$ cat src/rtl/taxi_pcie_tlp_pkg.sv
// TLP header field definitions shared by the PCIe interrupt receive path.
package taxi_pcie_tlp_pkg;

  localparam logic [2:0] FMT_3DW_DATA = 3'b010;
  localparam logic [2:0] FMT_4DW_DATA = 3'b011;
  localparam logic [4:0] TYPE_MEM     = 5'b00000;

  // Bit offsets of each header DW within the 128-bit header bus
  localparam int HDR_DW0_LSB = 96;
  localparam int HDR_DW1_LSB = 64;
  localparam int HDR_DW2_LSB = 32;
  localparam int HDR_DW3_LSB = 0;

  typedef struct packed {
    logic [2:0]  fmt;
    logic [4:0]  typ;
    logic [13:0] misc;     // TC/attr/TH/TD/EP/AT, not decoded here
    logic [9:0]  length;
  } tlp_dw0_t;

  typedef struct packed {
    logic [15:0] req_id;
    logic [7:0]  tag;
    logic [3:0]  last_be;
    logic [3:0]  first_be;
  } tlp_dw1_t;

  typedef enum logic {ST_IDLE, ST_DISCARD} rx_state_t;

endpackage

$ cat src/rtl/taxi_pcie_msix_rx_fifo.sv
// Synchronous IRQ index FIFO with registered output. The output register
// shadows the head slot, so capacity is exactly DEPTH entries.
module taxi_pcie_msix_rx_fifo #(
  parameter int DATA_W = 11,
  parameter int DEPTH  = 16
) (
  input  logic              clk,
  input  logic              rst,
  input  logic [DATA_W-1:0] in_data,
  input  logic              push,
  output logic [DATA_W-1:0] out_data,
  output logic              out_valid,
  input  logic              out_ready,
  output logic              full,
  output logic              empty
);

  localparam int AW = $clog2(DEPTH);

  logic [DATA_W-1:0] mem [DEPTH];
  logic [AW:0]       wr_ptr, rd_ptr, rd_next;
  logic              pop;

  assign pop     = out_valid && out_ready;
  assign rd_next = rd_ptr + {{AW{1'b0}}, pop};
  assign full    = (wr_ptr[AW] != rd_ptr[AW]) && (wr_ptr[AW-1:0] == rd_ptr[AW-1:0]);
  assign empty   = (wr_ptr == rd_ptr);

  // Storage write; the head slot is only reused after it has been popped
  always_ff @(posedge clk) begin
    if (push) mem[wr_ptr[AW-1:0]] <= in_data;
  end

  // Pointer update and registered head output
  always_ff @(posedge clk or posedge rst) begin
    if (rst) begin
      wr_ptr    <= '0;
      rd_ptr    <= '0;
      out_data  <= '0;
      out_valid <= 1'b0;
    end else begin
      if (push) wr_ptr <= wr_ptr + 1'b1;
      rd_ptr    <= rd_next;
      out_valid <= (wr_ptr != rd_next);
      out_data  <= mem[rd_next[AW-1:0]];
    end
  end

endmodule

$ cat src/rtl/taxi_pcie_msix_rx.sv
// MSI/MSI-X write receiver: decodes single-DW memory writes hitting the
// configured window and queues the interrupt index on an AXI-stream.
module taxi_pcie_msix_rx
  import taxi_pcie_tlp_pkg::*;
#(
  parameter int IRQ_INDEX_W = 11,
  parameter int TLP_DATA_W  = 64,
  parameter int FIFO_DEPTH  = 16
) (
  input  logic                   clk,
  input  logic                   rst,
  input  logic [127:0]           rx_tlp_hdr,
  input  logic [TLP_DATA_W-1:0]  rx_tlp_data,
  input  logic                   rx_tlp_sop,
  input  logic                   rx_tlp_eop,
  input  logic                   rx_tlp_valid,
  output logic                   rx_tlp_ready,
  output logic [IRQ_INDEX_W-1:0] m_axis_irq_tdata,
  output logic                   m_axis_irq_tvalid,
  input  logic                   m_axis_irq_tready,
  input  logic [63:0]            msi_base_addr,
  input  logic [63:0]            msi_addr_mask,
  input  logic                   enable,
  output logic                   stat_irq,
  output logic                   stat_drop_bad,
  output logic                   stat_drop_ovf,
  output logic                   ovf_sticky,
  input  logic                   ovf_clear
);

  rx_state_t        state;
  tlp_dw0_t         dw0;
  tlp_dw1_t         dw1;
  logic [63:0]      addr;
  logic [31:0]      pay;
  logic             accept, hdr_ok, addr_ok, pass;
  logic             dec_pass, dec_bad;
  logic [IRQ_INDEX_W-1:0] dec_idx;
  logic             fifo_full, fifo_empty, push, pop;
  logic             unused_bits;

  assign accept = rx_tlp_valid && rx_tlp_ready;
  assign dw0    = tlp_dw0_t'(rx_tlp_hdr[HDR_DW0_LSB +: 32]);
  assign dw1    = tlp_dw1_t'(rx_tlp_hdr[HDR_DW1_LSB +: 32]);
  assign pay    = rx_tlp_data[31:0];

  // Fields the decoder deliberately ignores
  assign unused_bits = ^{dw0.misc, dw1.req_id, dw1.tag, rx_tlp_hdr[HDR_DW3_LSB +: 2],
                         rx_tlp_data[TLP_DATA_W-1:32], fifo_empty};

  // Address extraction for 3DW and 4DW headers, then the window check
  always_comb begin
    if (dw0.fmt == FMT_4DW_DATA)
      addr = {rx_tlp_hdr[HDR_DW2_LSB +: 32], rx_tlp_hdr[HDR_DW3_LSB + 2 +: 30], 2'b00};
    else
      addr = {32'h0, rx_tlp_hdr[HDR_DW2_LSB + 2 +: 30], 2'b00};
    hdr_ok  = ((dw0.fmt == FMT_3DW_DATA) || (dw0.fmt == FMT_4DW_DATA)) &&
              (dw0.typ == TYPE_MEM) && (dw0.length == 10'd1) &&
              (dw1.first_be == 4'hF) && (dw1.last_be == 4'h0);
    addr_ok = ((addr ^ msi_base_addr) & msi_addr_mask & ~64'h3) == 64'h0;
    pass    = hdr_ok && addr_ok && enable && rx_tlp_eop && ((pay >> IRQ_INDEX_W) == 32'h0);
  end

  // Register the decode result of each sop beat (config sampled here)
  always_ff @(posedge clk or posedge rst) begin
    if (rst) begin
      dec_pass <= 1'b0;
      dec_bad  <= 1'b0;
      dec_idx  <= '0;
    end else begin
      dec_pass <= accept && rx_tlp_sop && pass;
      dec_bad  <= accept && rx_tlp_sop && !pass;
      if (accept && rx_tlp_sop) dec_idx <= pay[IRQ_INDEX_W-1:0];
    end
  end

  // Beat framing: single-beat TLPs stay idle, longer ones are drained to eop
  always_ff @(posedge clk or posedge rst) begin
    if (rst) begin
      state        <= ST_IDLE;
      rx_tlp_ready <= 1'b0;
    end else begin
      rx_tlp_ready <= 1'b1;
      if (accept) begin
        if (rx_tlp_sop)
          state <= rx_tlp_eop ? ST_IDLE : ST_DISCARD;
        else if (state == ST_DISCARD && rx_tlp_eop)
          state <= ST_IDLE;
      end
    end
  end

  // A pop in the push cycle frees the slot being written
  assign pop           = m_axis_irq_tvalid && m_axis_irq_tready;
  assign push          = dec_pass && (!fifo_full || pop);
  assign stat_irq      = push;
  assign stat_drop_ovf = dec_pass && fifo_full && !pop;
  assign stat_drop_bad = dec_bad;

  // Overflow flag; a new overflow outranks a simultaneous clear
  always_ff @(posedge clk or posedge rst) begin
    if (rst)                ovf_sticky <= 1'b0;
    else if (stat_drop_ovf) ovf_sticky <= 1'b1;
    else if (ovf_clear)     ovf_sticky <= 1'b0;
  end

  taxi_pcie_msix_rx_fifo #(
    .DATA_W (IRQ_INDEX_W),
    .DEPTH  (FIFO_DEPTH)
  ) u_fifo (
    .clk       (clk),
    .rst       (rst),
    .in_data   (dec_idx),
    .push      (push),
    .out_data  (m_axis_irq_tdata),
    .out_valid (m_axis_irq_tvalid),
    .out_ready (m_axis_irq_tready),
    .full      (fifo_full),
    .empty     (fifo_empty)
  );

endmodule

$ cat config.mk
export PLATFORM = sky130hd
export DESIGN_NAME = taxi_pcie_msix_rx
export DESIGN_NICKNAME = d
export VERILOG_FILES = /design/src/rtl/taxi_pcie_tlp_pkg.sv /design/src/rtl/taxi_pcie_msix_rx_fifo.sv /design/src/rtl/taxi_pcie_msix_rx.sv
export SDC_FILE = /design/constraint.sdc
export NUM_CORES = 1
export LEC_CHECK = 0
export ABC_AREA = 1
export ABC_CLOCK_PERIOD_IN_PS = 6500
export CAP_MARGIN = 20
export CORE_UTILIZATION = 52
export DETAILED_ROUTE_END_ITERATION = 8
export PLACE_DENSITY_LB_ADDON = 0.3
export SKIP_CTS_REPAIR_TIMING = 1
export SYNTH_ARGS = -nofsm -noshare
export SYNTH_HDL_FRONTEND = slang
export SYNTH_HIERARCHICAL = 1
export SYNTH_SLANG_ARGS = --single-unit
$ cat constraint.sdc
create_clock -name clk -period 6.5 [get_ports clk]
set_input_delay 1.95 -clock clk [delete_from_list [all_inputs] [get_ports clk]]
set_output_delay 1.95 -clock clk [all_outputs]
set_load 0.005 [all_outputs]
==> flow_summary_export.csv, run 1 <==
group,metric,value,unit
detailed_routing,avgViaCountPerCell,5.32,
critical_path,required_time_of_the_critical_path,4.55,ns
detailed_routing,dr.first_iter.drc_count,967,
layout,syn_to_final_growth,30.6,%
critical_path,setup.reg_to_reg.worst_slack,3.69,ns
clock_tree,numCtsBuffers,21,
sta,finalSetupTns,0,ns
detailed_routing,drt-total-wl,35.7,mm
critical_path,timing.critical_path.fanout_max,2,
global_route,grt-ovfl-total,0,
clock_tree,cts_htree_levels,1,
outcome,outcome,"finished, final reports clean",
critical_path,critical_path_class,"primary input to output port",
yosys,synth.net_count,1765,
sta,maxSlewHeadroom,23.7,%
die,die_y,151,um
sta,fin_crit_sh,80.2,%
critical_path,start_kind,"primary input",
sta,hold_violations,0,
sta,finalCriticalPeriod,5.21,ns
sta,final_max_slew_viol_count,0,
yosys,postSynthCellCount,1431,
yosys,syn_area,11600,sq um
placement,place.detailed.hpwl,26.1,mm
die,dieArea,22800,sq um
critical_path,arrival,3.26,ns
min_path,hold_path_depth,1,
power,power_density,313,nW/um^2
clock_tree,clk_pin_slew_worst_paths,0.06,ns
sta,timing.fmax,192,MHz
detailed_routing,route.detailed.wl_per_inst,17.9,um
global_route,grt_antenna_before_repair,5,
clock_tree,clk_path_buf_depth,3,
global_route,globalRouteTotalUtil,31.8,%
clock_tree,clock_insertion_delay_worst_skew,0.51,ns
layout,post_route_cells_drive_above_1_share,3.52,%
critical_path,regToRegStartpoint,"u_fifo/out_valid$_DFF_PP0_",
die,ios,345,
clock_tree,clock_sink_count,213,
die,die_w,151,um
detailed_routing,first_pass_iters,6,
die,coreArea,21800,sq um
layout,final_nets,2023,
job,drv_cap,0,
min_path,hold_class,"flip-flop to flip-flop",
clock_tree,root_buffer,"clkbuf_16",
die,initial_standard_cell_utilization_of_the_core,52.9,%
sta,holdWs,0.499,ns
yosys,synth.avg_cell_area,8.07,sq um
sta,rsz0062_at_grt,"false",
layout,fin_cells,1987,
min_path,timing.hold.worst_endpoint,"u_fifo/rd_ptr[4]$_DFF_PP0_",
yosys,yosys_warnings,6,
sta,setup_viol,0,
sta,worst_slew_pin_slew,1.14,ns
global_route,grt_pass1_vias,9950,
placement,gp_congestion,0.955,
global_route,largest_net_degree_at_the_start_of_global_routing,91,
clock_tree,tritoncts,"yes",
placement,io_buffer_count,268,
sta,timing.clock.skew,0.0197,ns
power,power.ir.vdd_worst,0.329,mV
placement,numPlacedInstances,1941,
layout,finalInstanceArea,15100,sq um
placement,post_dp_cell_area,14400,sq um
critical_path,reg2reg_to,"u_fifo/out_data[2]$_DFF_PP0_",
global_route,grt_first_pass_wirelength,53.7,mm
detailed_routing,route.detailed.drc,0,
critical_path,cp-end-kind,"output port",
power,static-leakage-power,6.85,nW
detailed_routing,drtAntennaViolNets,0,
detailed_routing,route.vias.total,10566,
critical_path,ff2ff_path_depth,11,
min_path,hp_start,"u_fifo/rd_ptr[4]$_DFF_PP0_",
die,floorplan.rows,54,
area by class of cell:
cell class	count	area (sq um)
clock buffer	29	587
tap	280	350
timing repair buffer	286	2830
clock inverter	9	75.1
fill	1704	6740
sequential	213	6210
inverter	226	850
multi-input combinational	941	4180
antenna	3	7.51
through the flow:
| stage | power, mW | utilization (%) | worst slack (ns) |
|---|---|---|---|
| floorplan | 2.89 | - | 2.33 |
| global placement | 3.47 | 65.8 | 1.31 |
| detailed placement | 3.55 | 65.9 | 1.28 |
| CTS | 4.71 | 68.9 | 1.28 |
| global route | 4.99 | 69.1 | 1.21 |
| finish | 4.72 | 69.1 | 1.29 |
sequential cells by signal (all words and copies together) (netlist names):
register and count:
u_fifo/out_valid 1, dec_pass 1, stat_drop_bad 1, dec_idx 11, u_fifo/out_data 11, u_fifo/mem 176, ovf_sticky 1, u_fifo/rd_ptr 5
u_fifo/wr_ptr 5, rx_tlp_ready 1
layer usage:
| metal | global-route usage, % | part of all wire (%) |
|---|---|---|
| met2 | 55.2 | 49 |
| met1 | 39.9 | 38 |
| met4 | 11.1 | 3.3 |
| met3 | 5.66 | 8.7 |
| met5 | 0 | 0.090 |
worst max-delay path: stages:
cell and delay [ns]:
clkdlybuf4s50_1 0.47, nand2_1 0.07, a21boi_0 0.22, clkdlybuf4s50_1 0.55
cell usage in the layout (no fill, tap or decap), drive strengths merged, types with 7 or more instances in the layout:
cell           count
buf               18
clkbuf            29
nor2              90
nand4             13
nand3b            18
nand2            525
clkinv             7
clkdlybuf4s50    268
dfrtp             37
edfxtp           176
o21ai             12
nand3            247
inv              227
worst max path at each step:
stage                           start  endpoint  slack, ns
floorplan           m_axis_irq_tready  stat_irq       2.33
global placement    m_axis_irq_tready  stat_irq       1.31
detailed placement  m_axis_irq_tready  stat_irq       1.28
CTS                 m_axis_irq_tready  stat_irq       1.28
global route        m_axis_irq_tready  stat_irq       1.21
finish              m_axis_irq_tready  stat_irq       1.29
report_power, final:
part,leakage [nW],internal (mW),total [mW],switching [mW]
Combinational,4.47,0.677,1.88,1.20
Sequential,2.05,1.59,1.68,0.0911
Clock,0.332,0.675,1.16,0.488
Total,6.85,2.94,4.72,1.78
No activity file was read; power rests on OpenSTA's default activity.
==> run 2: changes to the inputs <==
--- a/config.mk
+++ b/config.mk
@@ -6,9 +6,9 @@
 export NUM_CORES = 1
 export LEC_CHECK = 0
 export ABC_AREA = 1
-export ABC_CLOCK_PERIOD_IN_PS = 6500
+export ABC_CLOCK_PERIOD_IN_PS = 4700
 export CAP_MARGIN = 20
-export CORE_UTILIZATION = 52
+export CORE_UTILIZATION = 43
 export DETAILED_ROUTE_END_ITERATION = 8
 export PLACE_DENSITY_LB_ADDON = 0.3
 export SKIP_CTS_REPAIR_TIMING = 1
==> constraint.sdc (replaced) <==
create_clock -name clk -period 4.7 [get_ports clk]
set_input_delay 1.41 -clock clk [delete_from_list [all_inputs] [get_ports clk]]
set_output_delay 1.41 -clock clk [all_outputs]
set_load 0.005 [all_outputs]
==> flow_summary_export.csv, run 2 (synthesis gave the netlist of run 1 again) <==
group,metric,value,unit
layout,mostFrequentLayoutCells,"nand2_1 (524), clkdlybuf4s50_1 (268), nand3_1 (245)",
critical_path,arrival,2.75,ns
clock_tree,clk_path_buf_depth,3,
sta,timing.fmax,240,MHz
global_route,grt_first_pass_wirelength,55.2,mm
clock_tree,cts_htree_levels,1,
placement,io_buffer_count,268,
detailed_routing,route.vias.total,10392,
clock_tree,clock_sink_count,213,
layout,post-route-util,58.6,%
job,drv_cap,0,
die,die_w,166,um
layout,post_route_cells_drive_above_1_share,4.53,%
clock_tree,root_buffer,"clkbuf_16",
layout,largest_register_ffs,176,
sta,finalCriticalPeriod,4.16,ns
sta,finalSetupTns,0,ns
min_path,hold_class,"flip-flop to flip-flop",
global_route,globalRouteTotalUtil,26.1,%
critical_path,critical_path.most_common_cell,"clkdlybuf4s50_1",
detailed_routing,drt-total-wl,35.5,mm
critical_path,required_time_of_the_critical_path,3.29,ns
critical_path,critical_path_class,"primary input to output port",
critical_path,slowest_stage,"clkdlybuf4s50_1",
layout,seqCellArea,6210,sq um
sta,fin_crit_sh,88.5,%
layout,fin_cells,2056,
layout,syn_to_final_growth,33.0,%
die,die_y,166,um
die,initial_standard_cell_utilization_of_the_core,44.1,%
placement,place.detailed.hpwl,26.3,mm
outcome,outcome,"finished with violations",
critical_path,cp-end-kind,"output port",
global_route,grt_antenna_before_repair,4,
die,floorplan.rows,59,
detailed_routing,route.detailed.wl_per_inst,17.3,um
critical_path,critical_path.max_stage_delay,0.58,ns
placement,numPlacedInstances,2014,
detailed_routing,first_pass_iters,9,
sta,timing.clock.skew,0.00711,ns
layout,finalInstanceArea,15400,sq um
outcome,violated_checks,"DRC",
sta,post-route-worst-setup-slack,0.540,ns
power,power.ir.vdd_worst,0.619,mV
layout,multi_input_comb_area,4180,sq um
critical_path,timing.critical_path.fanout_max,2,
die,dieArea,27500,sq um
sta,final_max_slew_viol_count,0,
critical_path,start_kind,"primary input",
sta,maxSlewHeadroom,51.1,%
clock_tree,tritoncts,"yes",
critical_path,setup.reg_to_reg.worst_slack,2.26,ns
placement,placement.setup.worst_slack,0.545,ns
power,totalPowerFinal,6.63,mW
die,ios,345,
detailed_routing,drtAntennaViolNets,0,
sta,holdWs,0.495,ns
clock_tree,clk_pin_slew_worst_paths,0.06,ns
global_route,largest_net_degree_at_the_start_of_global_routing,91,
placement,gp_congestion,0.930,
sta,hold_violations,0,
layout,most_common_cell_after_layout_fill_and_taps_aside,"nand2_1",
global_route,grt-ovfl-total,0,
detailed_routing,avgViaCountPerCell,5.05,
clock_tree,clock_insertion_delay_worst_skew,0.50,ns
global_route,grt_pass1_vias,10144,
sta,worst_slew_pin_slew,0.733,ns
layout,final_nets,2038,
sta,rsz0062_at_grt,"false",
detailed_routing,route.detailed.drc,11,
sta,setup_viol,0,
critical_path,crit_path_cell_trace,"clkdlybuf4s50_1, nand2_1, a21boi_0, clkdlybuf4s50_1",
layout,num-fill-cells,2228,
clock_tree,numCtsBuffers,22,
placement,post_dp_cell_area,14600,sq um
power,power_density,432,nW/um^2
detailed_routing,dr.first_iter.drc_count,966,
power,static-leakage-power,6.97,nW
die,coreArea,26200,sq um
## run 2: cell types whose count changed in the layout (fill, tap and decap cells not counted), sizes merged
cell,change
clkinv,-2
inv,-1
bufinv,-1
diode,-2
buf,+14
clkbuf,+6
## run 2: power breakdown
part | total [mW] | leakage, nW | switching [mW] | internal [mW]
clock | 1.70 | 0.365 | 0.680 | 1.02
combinational | 2.61 | 4.56 | 1.64 | 0.966
sequential | 2.32 | 2.05 | 0.122 | 2.20
total | 6.63 | 6.97 | 2.45 | 4.18
## run 2: worst paths after layout
path,start,endpoint,depth (start not counted)
max reg2reg,u_fifo/wr_ptr[3]$_DFFE_PP0P_,u_fifo/mem[15][0]$_DFFE_PP_,10
max,m_axis_irq_tready,stat_irq,4
min reg2reg,u_fifo/wr_ptr[4]$_DFFE_PP0P_,u_fifo/wr_ptr[4]$_DFFE_PP0P_,1
min in group asynchronous,rst,u_fifo/rd_ptr[0]$_DFF_PP0_,2
max in group asynchronous,rst,dec_idx[3]$_DFFE_PP0P_,2
min,u_fifo/wr_ptr[4]$_DFFE_PP0P_,u_fifo/wr_ptr[4]$_DFFE_PP0P_,1
## run 2: final cells by class
cell class / instances / area share, %
antenna: 1 / 0.0163
clock buffer: 35 / 4.56
clock inverter: 5 / 0.163
inverter: 226 / 5.52
multi-input combinational: 941 / 27.2
sequential: 213 / 40.4
tap: 335 / 2.73
timing repair buffer: 300 / 19.4
## run 2: per-layer routing
layer	share of wire, %	GRT usage [%]	vias up
li1	-	-	5106
met1	41	34.8	4724
met2	45	41.6	468
met3	9.2	4.89	90
met4	4.7	11.3	4
met5	0.065	0	-
## run 2: critical path, delay by kind of cell
kind,cells,cell delay (ns)
buf+inv,2,1.06
compound gates,1,0.22
simple gates,1,0.07
==> run 3: changes to the inputs <==
--- a/config.mk
+++ b/config.mk
@@ -6,11 +6,10 @@
 export NUM_CORES = 1
 export LEC_CHECK = 0
 export ABC_AREA = 1
-export ABC_CLOCK_PERIOD_IN_PS = 4700
 export CAP_MARGIN = 20
 export CORE_UTILIZATION = 43
 export DETAILED_ROUTE_END_ITERATION = 8
-export PLACE_DENSITY_LB_ADDON = 0.3
+export PLACE_DENSITY = 0.86
 export SKIP_CTS_REPAIR_TIMING = 1
 export SYNTH_ARGS = -nofsm -noshare
 export SYNTH_HDL_FRONTEND = slang
==> flow_summary_export.csv, run 3 (synthesis gave the netlist of run 1 again) <==
group,metric,value,unit
outcome,outcome,"finished with violations",
outcome,violated_checks,"DRC",
sta,holdWs,0.491,ns
detailed_routing,drtAntennaViolNets,0,
critical_path,start_kind,"primary input",
layout,mostFrequentLayoutCells,"nand2_1 (524), clkdlybuf4s50_1 (268), nand3_1 (245)",
die,dieArea,27500,sq um
sta,maxSlewHeadroom,37.9,%
critical_path,critical_path.most_common_cell,"clkdlybuf4s50_1",
sta,worst_slew_pin_slew,0.930,ns
power,power_density,441,nW/um^2
critical_path,regToRegStartpoint,"u_fifo/out_valid$_DFF_PP0_",
sta,rsz0062_at_grt,"false",
detailed_routing,drt-total-wl,38.6,mm
layout,post_route_cells_drive_above_1_share,4.25,%
layout,finalInstanceArea,15400,sq um
sta,timing.clock.skew,0.0166,ns
layout,num-fill-cells,2189,
detailed_routing,route.vias.total,10667,
die,die_w,166,um
critical_path,crit_end,"stat_irq",
detailed_routing,first_pass_iters,8,
sta,fin_crit_sh,87.8,%
critical_path,slowest_stage,"clkdlybuf4s50_1",
global_route,grt_first_pass_wirelength,58.1,mm
placement,post_dp_cell_area,14600,sq um
job,drv_cap,0,
detailed_routing,avgViaCountPerCell,5.17,
power,static-leakage-power,6.94,nW
clock_tree,clk_pin_slew_worst_paths,0.06,ns
detailed_routing,route.detailed.wl_per_inst,18.7,um
sta,final_max_slew_viol_count,0,
critical_path,critical_path_buf_inv_count,2,
placement,place.detailed.hpwl,28.7,mm
clock_tree,clock_insertion_delay_worst_skew,0.51,ns
critical_path,crit_family,"buffers and inverters",
die,ios,345,
power,totalPowerFinal,6.78,mW
clock_tree,tritoncts,"yes",
critical_path,critical_path_class,"primary input to output port",
clock_tree,clock_sink_count,213,
global_route,grt_pass1_vias,10329,
sta,timing.fmax,242,MHz
layout,final_nets,2035,
critical_path,setup.reg_to_reg.worst_slack,2.30,ns
sta,setup_viol,0,
detailed_routing,dr.first_iter.drc_count,1133,
clock_tree,cts_htree_levels,1,
layout,most_common_cell_after_layout_fill_and_taps_aside,"nand2_1",
critical_path,cp-end-kind,"output port",
die,initial_standard_cell_utilization_of_the_core,44.1,%
critical_path,required_time_of_the_critical_path,3.29,ns
die,coreArea,26200,sq um
critical_path,ff2ff_path_depth,10,
critical_path,worstSetupStartpoint,"m_axis_irq_tready",
clock_tree,numCtsBuffers,22,
placement,gp_congestion,0.964,
placement,io_buffer_count,268,
critical_path,reg2reg_to,"u_fifo/out_data[1]$_DFF_PP0_",
critical_path,crit_path_cell_trace,"clkdlybuf4s50_1, nand2_1, a21boi_0, clkdlybuf4s50_1",
sta,hold_violations,0,
critical_path,arrival,2.71,ns
critical_path,critical_path.max_stage_delay,0.55,ns
layout,largest_register_ffs,176,
die,die_y,166,um
clock_tree,root_buffer,"clkbuf_16",
detailed_routing,route.detailed.drc,4,
clock_tree,clk_path_buf_depth,3,
sta,finalCriticalPeriod,4.12,ns
min_path,hp_start,"u_fifo/wr_ptr[4]$_DFFE_PP0P_",
global_route,grt-ovfl-total,0,
sta,finalSetupTns,0,ns
global_route,globalRouteTotalUtil,27.8,%
critical_path,timing.critical_path.fanout_max,2,
critical_path,cp.depth,4,
layout,syn_to_final_growth,33.0,%
global_route,grt_antenna_before_repair,11,
global_route,largest_net_degree_at_the_start_of_global_routing,90,
power,power.ir.vdd_worst,0.415,mV
min_path,hold_class,"flip-flop to flip-flop",
die,floorplan.rows,59,
## run 3: layout make-up
| type | instances | area (sq um) | share of cell area, % |
|---|---|---|---|
| clock buffer | 32 | 649 | 4.23 |
| tap | 335 | 419 | 2.73 |
| timing repair buffer | 297 | 2940 | 19.1 |
| sequential | 213 | 6210 | 40.4 |
| multi-input combinational | 941 | 4180 | 27.2 |
| inverter | 226 | 848 | 5.52 |
| clock inverter | 8 | 97.6 | 0.635 |
| antenna | 10 | 25.0 | 0.163 |
## run 3: worst min path at each step
stage,endpoint,slack (ns),depth (start not counted)
6_report,u_fifo/wr_ptr[4]$_DFFE_PP0P_,0.49,1
5_1_grt,u_fifo/wr_ptr[4]$_DFFE_PP0P_,0.52,1
4_1_cts,u_fifo/wr_ptr[4]$_DFFE_PP0P_,0.49,1
3_5_place_dp,u_fifo/wr_ptr[4]$_DFFE_PP0P_,0.48,1
3_3_place_gp,u_fifo/wr_ptr[4]$_DFFE_PP0P_,0.47,1
2_1_floorplan,u_fifo/wr_ptr[4]$_DFFE_PP0P_,0.46,1
## run 3: power by group
part,total [mW],leakage [nW],internal [mW],switching (mW)
Sequential,2.32,2.05,2.20,0.120
Combinational,2.69,4.53,0.948,1.74
Clock,1.77,0.360,1.07,0.701
## run 3: layer usage
metal | up-vias | track usage (%) | part of all wire (%)
met5 | - | 0 | 0.028
met2 | 576 | 49.1 | 49
met4 | 2 | 12.6 | 4.9
met1 | 4886 | 32.9 | 37
met3 | 97 | 5.20 | 9.3
li1 | 5106 | - | -
## run 3: stage by stage
stage	cells	setup WS (ns)	utilization (%)
after global placement	2012	0.577	55.7
after global routing	2060	0.485	58.6
after CTS	2052	0.566	58.5
after detailed placement	2012	0.567	55.7
final	2062	0.576	58.6
after floorplan	1431	1.46	-
